===== src/rtl/pipeline_stall_controller_pkg.sv =====
// ============================================================================
// Module  : stall_ctrl_pkg
// Brief   : State encoding shared by the pipeline stall controller files.
// Revision: 1.0 - initial release
// ============================================================================
`default_nettype none

package stall_ctrl_pkg;

  localparam int STATE_W = 2;

  typedef enum logic [STATE_W-1:0] {
    ST_RUN      = 2'd0,
    ST_MEM_WAIT = 2'd1,
    ST_ERROR    = 2'd2,
    ST_UNUSED   = 2'd3
  } state_t;

endpackage

`default_nettype wire


===== src/rtl/pipeline_stall_controller_if.sv =====
// ============================================================================
// Module  : pipeline_stall_controller_if
// Brief   : Hazard, SRAM handshake and stall-control bundle of the controller.
// Revision: 1.0 - initial release
// ============================================================================
`default_nettype none

interface pipeline_stall_controller_if #(
  parameter int CNT_W = 16
) ();
  import stall_ctrl_pkg::*;

  logic                 forward_en;
  logic [3:0]           id_src1;
  logic [3:0]           id_src2;
  logic                 id_two_src;
  logic [3:0]           exe_dest;
  logic                 exe_wb_en;
  logic                 exe_mem_r_en;
  logic [3:0]           mem_dest;
  logic                 mem_wb_en;
  logic                 mem_req;
  logic                 sram_ready;
  logic                 branch_taken;
  logic                 sram_start;
  logic                 freeze_front;
  logic                 freeze_all;
  logic                 flush;
  logic                 mem_error;
  logic [STATE_W-1:0]   state;
  logic [CNT_W-1:0]     hazard_cycles;
  logic [CNT_W-1:0]     mem_wait_cycles;

  modport master (
    output forward_en, id_src1, id_src2, id_two_src, exe_dest, exe_wb_en,
           exe_mem_r_en, mem_dest, mem_wb_en, mem_req, sram_ready, branch_taken,
    input  sram_start, freeze_front, freeze_all, flush, mem_error, state,
           hazard_cycles, mem_wait_cycles
  );

  modport slave (
    input  forward_en, id_src1, id_src2, id_two_src, exe_dest, exe_wb_en,
           exe_mem_r_en, mem_dest, mem_wb_en, mem_req, sram_ready, branch_taken,
    output sram_start, freeze_front, freeze_all, flush, mem_error, state,
           hazard_cycles, mem_wait_cycles
  );

endinterface

`default_nettype wire


===== src/rtl/pipeline_stall_controller_hazard_detect.sv =====
// ============================================================================
// Module  : hazard_detect
// Brief   : Combinational RAW hazard compare between ID sources and EXE/MEM.
// Revision: 1.0 - initial release
// ============================================================================
`default_nettype none

module hazard_detect (
  input  wire logic       forward_en,
  input  wire logic [3:0] id_src1,
  input  wire logic [3:0] id_src2,
  input  wire logic       id_two_src,
  input  wire logic [3:0] exe_dest,
  input  wire logic       exe_wb_en,
  input  wire logic       exe_mem_r_en,
  input  wire logic [3:0] mem_dest,
  input  wire logic       mem_wb_en,
  output logic            hazard
);

  logic w_exe_m1;
  logic w_exe_m2;
  logic w_mem_hit;

  assign w_exe_m1  = (id_src1 == exe_dest) & exe_wb_en;
  assign w_exe_m2  = id_two_src & (id_src2 == exe_dest) & exe_wb_en;
  assign w_mem_hit = ((id_src1 == mem_dest) | (id_two_src & (id_src2 == mem_dest))) & mem_wb_en;

  // With forwarding only a load in EXE cannot be bypassed in time.
  assign hazard = forward_en ? (exe_mem_r_en & (w_exe_m1 | w_exe_m2))
                             : (w_exe_m1 | w_exe_m2 | w_mem_hit);

endmodule

`default_nettype wire


===== src/rtl/pipeline_stall_controller.sv =====
// ============================================================================
// Module  : pipeline_stall_controller
// Brief   : Stall/flush sequencer with SRAM handshake, watchdog and counters.
// Revision: 1.0 - initial release
// ============================================================================
`default_nettype none

module pipeline_stall_controller
  import stall_ctrl_pkg::*;
#(
  parameter int MEM_TIMEOUT = 64,
  parameter int CNT_W       = 16
) (
  input  wire logic                   clk,
  input  wire logic                   rst,
  pipeline_stall_controller_if.slave  bus
);

  localparam int WAIT_W = (MEM_TIMEOUT > 2) ? $clog2(MEM_TIMEOUT) : 1;
  localparam logic [WAIT_W-1:0] WAIT_LAST = WAIT_W'(MEM_TIMEOUT - 1);

  state_t             r_state;
  state_t             w_state_next;
  logic [WAIT_W-1:0]  r_wait_cnt;
  logic [WAIT_W-1:0]  w_wait_next;
  logic               r_mem_error;
  logic [CNT_W-1:0]   r_hazard_cycles;
  logic [CNT_W-1:0]   r_mem_wait_cycles;

  logic               w_hazard;
  logic               w_sram_start;
  logic               w_freeze_all;
  logic               w_flush;
  logic               w_freeze_front;
  logic               w_count_mem_wait;

  hazard_detect u_hazard_detect (
    .forward_en   (bus.forward_en),
    .id_src1      (bus.id_src1),
    .id_src2      (bus.id_src2),
    .id_two_src   (bus.id_two_src),
    .exe_dest     (bus.exe_dest),
    .exe_wb_en    (bus.exe_wb_en),
    .exe_mem_r_en (bus.exe_mem_r_en),
    .mem_dest     (bus.mem_dest),
    .mem_wb_en    (bus.mem_wb_en),
    .hazard       (w_hazard)
  );

  always_ff @(posedge clk or posedge rst) begin
    if (rst) begin
      r_state    <= ST_RUN;
      r_wait_cnt <= '0;
    end else begin
      r_state    <= w_state_next;
      r_wait_cnt <= w_wait_next;
    end
  end

  // Outputs are forced low during reset so an in-flight access is never restarted.
  always_comb begin
    w_state_next     = r_state;
    w_wait_next      = r_wait_cnt;
    w_sram_start     = 1'b0;
    w_freeze_all     = 1'b0;
    w_count_mem_wait = 1'b0;
    case (r_state)
      ST_RUN: begin
        if (bus.mem_req) begin
          w_sram_start     = 1'b1;
          w_freeze_all     = 1'b1;
          w_count_mem_wait = 1'b1;
          w_state_next     = ST_MEM_WAIT;
          w_wait_next      = '0;
        end
      end
      ST_MEM_WAIT: begin
        w_freeze_all     = ~bus.sram_ready;
        w_count_mem_wait = ~bus.sram_ready;
        w_wait_next      = r_wait_cnt + WAIT_W'(1);
        if (bus.sram_ready) begin
          w_state_next = ST_RUN;
        end else if (r_wait_cnt == WAIT_LAST) begin
          w_state_next = ST_ERROR;
        end
      end
      ST_ERROR: begin
        w_freeze_all = 1'b1;
      end
      default: begin
        w_state_next = ST_RUN;
      end
    endcase
    if (rst) begin
      w_sram_start     = 1'b0;
      w_freeze_all     = 1'b0;
      w_count_mem_wait = 1'b0;
    end
  end

  assign w_flush        = bus.branch_taken & ~w_freeze_all & ~rst;
  assign w_freeze_front = w_hazard & ~w_freeze_all & ~bus.branch_taken & ~rst;

  always_ff @(posedge clk or posedge rst) begin
    if (rst) begin
      r_mem_error       <= 1'b0;
      r_hazard_cycles   <= '0;
      r_mem_wait_cycles <= '0;
    end else begin
      if (w_state_next == ST_ERROR) begin
        r_mem_error <= 1'b1;
      end
      if (w_freeze_front && (r_hazard_cycles != '1)) begin
        r_hazard_cycles <= r_hazard_cycles + CNT_W'(1);
      end
      if (w_count_mem_wait && (r_mem_wait_cycles != '1)) begin
        r_mem_wait_cycles <= r_mem_wait_cycles + CNT_W'(1);
      end
    end
  end

  assign bus.sram_start      = w_sram_start;
  assign bus.freeze_all      = w_freeze_all;
  assign bus.flush           = w_flush;
  assign bus.freeze_front    = w_freeze_front;
  assign bus.mem_error       = r_mem_error;
  assign bus.state           = r_state;
  assign bus.hazard_cycles   = r_hazard_cycles;
  assign bus.mem_wait_cycles = r_mem_wait_cycles;

endmodule

`default_nettype wire


===== src/flat_wrapper.sv =====
// flat-port wrapper written by rule: the top's interface ports become plain ports
module pipeline_stall_controller_flat import stall_ctrl_pkg::*;
#(
  parameter int MEM_TIMEOUT = 64,
  parameter int CNT_W       = 16
)
  (clk, rst, bus_forward_en, bus_id_src1, bus_id_src2, bus_id_two_src, bus_exe_dest, bus_exe_wb_en, bus_exe_mem_r_en, bus_mem_dest, bus_mem_wb_en, bus_mem_req, bus_sram_ready, bus_branch_taken, bus_sram_start, bus_freeze_front, bus_freeze_all, bus_flush, bus_mem_error, bus_state, bus_hazard_cycles, bus_mem_wait_cycles);
  pipeline_stall_controller_if #(.CNT_W(CNT_W)) bus_i ();
  input  wire logic clk;
  input  wire logic rst;
  input wire logic [$bits(bus_i.forward_en)-1:0] bus_forward_en;
  input wire logic [$bits(bus_i.id_src1)-1:0] bus_id_src1;
  input wire logic [$bits(bus_i.id_src2)-1:0] bus_id_src2;
  input wire logic [$bits(bus_i.id_two_src)-1:0] bus_id_two_src;
  input wire logic [$bits(bus_i.exe_dest)-1:0] bus_exe_dest;
  input wire logic [$bits(bus_i.exe_wb_en)-1:0] bus_exe_wb_en;
  input wire logic [$bits(bus_i.exe_mem_r_en)-1:0] bus_exe_mem_r_en;
  input wire logic [$bits(bus_i.mem_dest)-1:0] bus_mem_dest;
  input wire logic [$bits(bus_i.mem_wb_en)-1:0] bus_mem_wb_en;
  input wire logic [$bits(bus_i.mem_req)-1:0] bus_mem_req;
  input wire logic [$bits(bus_i.sram_ready)-1:0] bus_sram_ready;
  input wire logic [$bits(bus_i.branch_taken)-1:0] bus_branch_taken;
  output wire logic [$bits(bus_i.sram_start)-1:0] bus_sram_start;
  output wire logic [$bits(bus_i.freeze_front)-1:0] bus_freeze_front;
  output wire logic [$bits(bus_i.freeze_all)-1:0] bus_freeze_all;
  output wire logic [$bits(bus_i.flush)-1:0] bus_flush;
  output wire logic [$bits(bus_i.mem_error)-1:0] bus_mem_error;
  output wire logic [$bits(bus_i.state)-1:0] bus_state;
  output wire logic [$bits(bus_i.hazard_cycles)-1:0] bus_hazard_cycles;
  output wire logic [$bits(bus_i.mem_wait_cycles)-1:0] bus_mem_wait_cycles;
  assign bus_i.forward_en = bus_forward_en;
  assign bus_i.id_src1 = bus_id_src1;
  assign bus_i.id_src2 = bus_id_src2;
  assign bus_i.id_two_src = bus_id_two_src;
  assign bus_i.exe_dest = bus_exe_dest;
  assign bus_i.exe_wb_en = bus_exe_wb_en;
  assign bus_i.exe_mem_r_en = bus_exe_mem_r_en;
  assign bus_i.mem_dest = bus_mem_dest;
  assign bus_i.mem_wb_en = bus_mem_wb_en;
  assign bus_i.mem_req = bus_mem_req;
  assign bus_i.sram_ready = bus_sram_ready;
  assign bus_i.branch_taken = bus_branch_taken;
  assign bus_sram_start = bus_i.sram_start;
  assign bus_freeze_front = bus_i.freeze_front;
  assign bus_freeze_all = bus_i.freeze_all;
  assign bus_flush = bus_i.flush;
  assign bus_mem_error = bus_i.mem_error;
  assign bus_state = bus_i.state;
  assign bus_hazard_cycles = bus_i.hazard_cycles;
  assign bus_mem_wait_cycles = bus_i.mem_wait_cycles;
  pipeline_stall_controller #(.MEM_TIMEOUT(MEM_TIMEOUT), .CNT_W(CNT_W)) u_core (.clk(clk), .rst(rst), .bus(bus_i));
endmodule

===== config.mk =====
export PLATFORM = sky130hd
export DESIGN_NAME = pipeline_stall_controller_flat
export DESIGN_NICKNAME = d
export VERILOG_FILES = /design/src/rtl/pipeline_stall_controller_pkg.sv /design/src/rtl/pipeline_stall_controller_if.sv /design/src/rtl/pipeline_stall_controller_hazard_detect.sv /design/src/rtl/pipeline_stall_controller.sv /design/src/flat_wrapper.sv
export SDC_FILE = /design/constraint.sdc
export NUM_CORES = 1
export LEC_CHECK = 0
export CELL_PAD_IN_SITES_DETAIL_PLACEMENT = 1
export CELL_PAD_IN_SITES_GLOBAL_PLACEMENT = 1
export CORE_AREA = 2 2 82 84
export DETAILED_ROUTE_END_ITERATION = 8
export DIE_AREA = 0 0 84 86
export PLACE_DENSITY_LB_ADDON = 0.1
export SLEW_MARGIN = 20
export SYNTH_ARGS = -nofsm -noshare
export SYNTH_HDL_FRONTEND = slang
export SYNTH_SLANG_ARGS = --single-unit

===== constraint.sdc =====
create_clock -name clk -period 2.3 [get_ports clk]
set_clock_uncertainty 0.15 [all_clocks]
set_input_delay 0.46 -clock clk [delete_from_list [all_inputs] [get_ports clk]]
set_output_delay 0.46 -clock clk [all_outputs]
set_load 0.02 [all_outputs]

==> qor.txt <==
CTS Sinks -> 41
n_diodes -> 0
DP Area -> 3190 um2
Tightest Hold Check Type -> reg2reg
Ports -> 65
Final Slew Violations -> 0
TritonCTS Buffers -> 5
Fmax -> 434 MHz
Worst Max-Slew Pin Slew -> 0.377 ns
WL/cell -> 15.8 um
post-synthesis instance total -> 225
Mapped Area -> 2230 um2
critical path buffer and inverter count -> 2
most frequent cell after synthesis -> dfrtp_1
initial antenna violation count -> 0
Seq/Total Area, Yosys -> 46.0%
FF+latch count, synth -> 41
Req. time, crit path -> 1.69 ns
Synth cell types -> 39
DRC errors left -> 0
crit-path max FO -> 3
GRT Residual Overflow -> 0
Worst Path Arrival -> 1.70 ns
post-route clock period utilization -> 100%
PwrDens -> 610 nW/um2
number of non-filler instances in the completed layout -> 410
area growth from synthesis to layout -> 57.5%
dpl ws -> -0.846 ns
type of origin of the critical path -> input port
worst r2r path cells -> 7
dpl cells -> 394
via/cell ratio -> 5.01
DIE HEIGHT -> 86 um
CTS tree -> done
Pleak -> 1.64 nW
share of the synthesized area in the top cell type -> 46.0%
# Max-Cap Violations -> 0
peak supply drop -> 0.338 mV
first-pass GRT wire length -> 10.4 mm
vias in the first global route -> 2171
Iter 0 DRT Violations -> 60
failing checks -> setup timing
cell area after layout -> 3510 um2
clock latency on the worst-skew pair -> 0.30 ns
via count -> 2056
CP top delay family -> simple AND/OR/NAND/NOR gates
top cells by count, synth -> dfrtp_1, xor2_1, nand2_1, nor2_1, nor3_1
Placement Rows -> 29
number of synthesized flops with an enable pin -> 0
Yosys Warn Count -> 0
share of layout cells above drive strength 1 -> 29.1%
port bufs -> 64
largest area contributor in the netlist -> dfrtp_1
Post-DRT Antenna Nets -> 0
post-synthesis async set-or-reset flop share -> 100%
unrepaired setup endpoints after global routing -> yes
hold path cells -> 1
Routed WL -> 6.49 mm
core area -> 6280 um2
outcome -> finished, violations left
crit path max-delay cell type -> clkdlybuf4s50_1
GR Util All Layers -> 17.9%
Slew headroom -> 74.9%
Setup WS post-layout -> -0.00538 ns
Clock Tree Buf Depth -> 2
WP depth -> 6
count of final hold-check violations -> 0
Final min period -> 2.31 ns
Min Hold Slack -> 0.327 ns
Synth Net Count -> 254
Worst-path clk slew -> 0.08 ns
drt first pass iters -> 4
Final Util -> 55.9%
Root Buffer -> clkbuf_8
DP Wirelength -> 4.51 mm
Avg Cell Area, Syn -> 9.90 um2
Primary FF master, synth -> dfrtp_1
Crit. End Element -> primary output
largest cells by area after synthesis -> dfrtp_1, xor2_1, xnor2_1
Max stage delay on crit path -> 0.44 ns
CP cell instances -> clkdlybuf4s50_1, nor2_1, o21ai_2, or3_4, nor2_4, buf_6
fillers -> 706
# hold bufs at CTS -> 0
Horiz. Die Dim -> 84 um
final net count -> 361
H-tree levels -> 2
placer congestion estimate -> 0.790
Starting Density -> 35.5%
WS Path Type -> in2out
Setup violations, final -> 1
largest net degree at the start of global routing -> 29
die area -> 7220 um2
[power breakdown]
group	total, W	switching (W)	internal [W]
Clock	0.000604	0.000278	0.000325
Combinational	0.000624	0.000302	0.000322
Sequential	0.000914	0.000108	0.000806
Total	0.00214	0.000689	0.00145
[flip-flops by register name (all words and copies together), names as in the netlist]
| signal | count |
|---|---|
| u_core.r_wait_cnt | 6 |
| u_core.bus.mem_wait_cycles | 16 |
| u_core.bus.hazard_cycles | 16 |
| u_core.bus.state | 2 |
| u_core.bus.mem_error | 1 |
[timing repair]
item,in CTS,in global routing
pin swaps,12,13
cloned,1,0
resized for setup,84,25
setup buffers,4,3
setup endpoints to repair,20,22
[cell families (layout without fill, tap and decap cells)]
| logic type | Yosys count | in the layout | synth area share, % |
|---|---|---|---|
| and+or+nand+nor | 98 | 98 | 23.0 |
| xor gates and xnor gates | 43 | 43 | 16.9 |
| buffers and inverters | 14 | 122 | 2.98 |
| muxes | 7 | 7 | 3.42 |
| DFF | 41 | 41 | 46.0 |
| adders and majority gates | 3 | 3 | 1.68 |
| AOI/OAI and AO/OA | 19 | 19 | 5.95 |
[cell usage in the layout (no fill, tap or decap), drive strengths merged, types with 2 or more instances in the layout]
| master | n |
|---|---|
| dfrtp | 41 |
| clkdlybuf4s50 | 43 |
| o21ai | 7 |
| o31ai | 2 |
| nor3 | 15 |
| nand3 | 12 |
| mux2 | 5 |
| clkinvlp | 2 |
| mux2i | 2 |
| nand2 | 19 |
| or3 | 2 |
| buf | 54 |
| xnor2 | 11 |
| a21oi | 4 |
| or2 | 2 |
| dlygate4sd2 | 3 |
| nor4 | 6 |
| nor2b | 2 |
| xor2 | 32 |
| nand4 | 10 |
| inv | 8 |
| ha | 3 |
| nor3b | 2 |
| clkbuf | 9 |
| and2 | 3 |
| and3 | 3 |
| nor2 | 18 |
| a31oi | 2 |
[final timing paths]
kind | slack, ns | from | to
setup / recovery | -0.005 | bus_mem_req | bus_freeze_front
hold / removal | 0.33 | u_core.bus.mem_error | u_core.bus.mem_error
setup reg to reg | 0.08 | u_core.bus.hazard_cycles[7] | u_core.bus.hazard_cycles[7]
hold reg to reg | 0.33 | u_core.bus.mem_error | u_core.bus.mem_error
max in group asynchronous | 1.12 | rst | u_core.bus.hazard_cycles[0]
min in group asynchronous | 0.60 | rst | u_core.bus.mem_wait_cycles[1]
[per-layer routing]
metal	up-vias	wire (um)	global-route usage, %
met1	1019	2830	21.8
li1	992	-	-
met3	4	202	3.66
met4	0	59	4.99
met2	41	3400	32.3
met5	-	0	0
[area by class of cell]
type	count	area (um2)	share of cell area, %
multi-input cells	170	1300	37.1
flip-flops and latches	41	1030	29.2
repair buffers	105	933	26.6
well taps	77	96.3	2.75
clock buffers	5	68.8	1.96
clock inverters	3	46.3	1.32
inverters	9	37.5	1.07
[metrics by stage]
step	setup TNS, ns	power [W]
2_1_floorplan	0	0.00121
3_3_place_gp	-9.62	0.00150
3_5_place_dp	-10.47	0.00152
4_1_cts	-0.0236	0.00214
5_1_grt	-0.174	0.00227
6_report	-0.00538	0.00214
No activity file was read; power rests on OpenSTA's default activity.
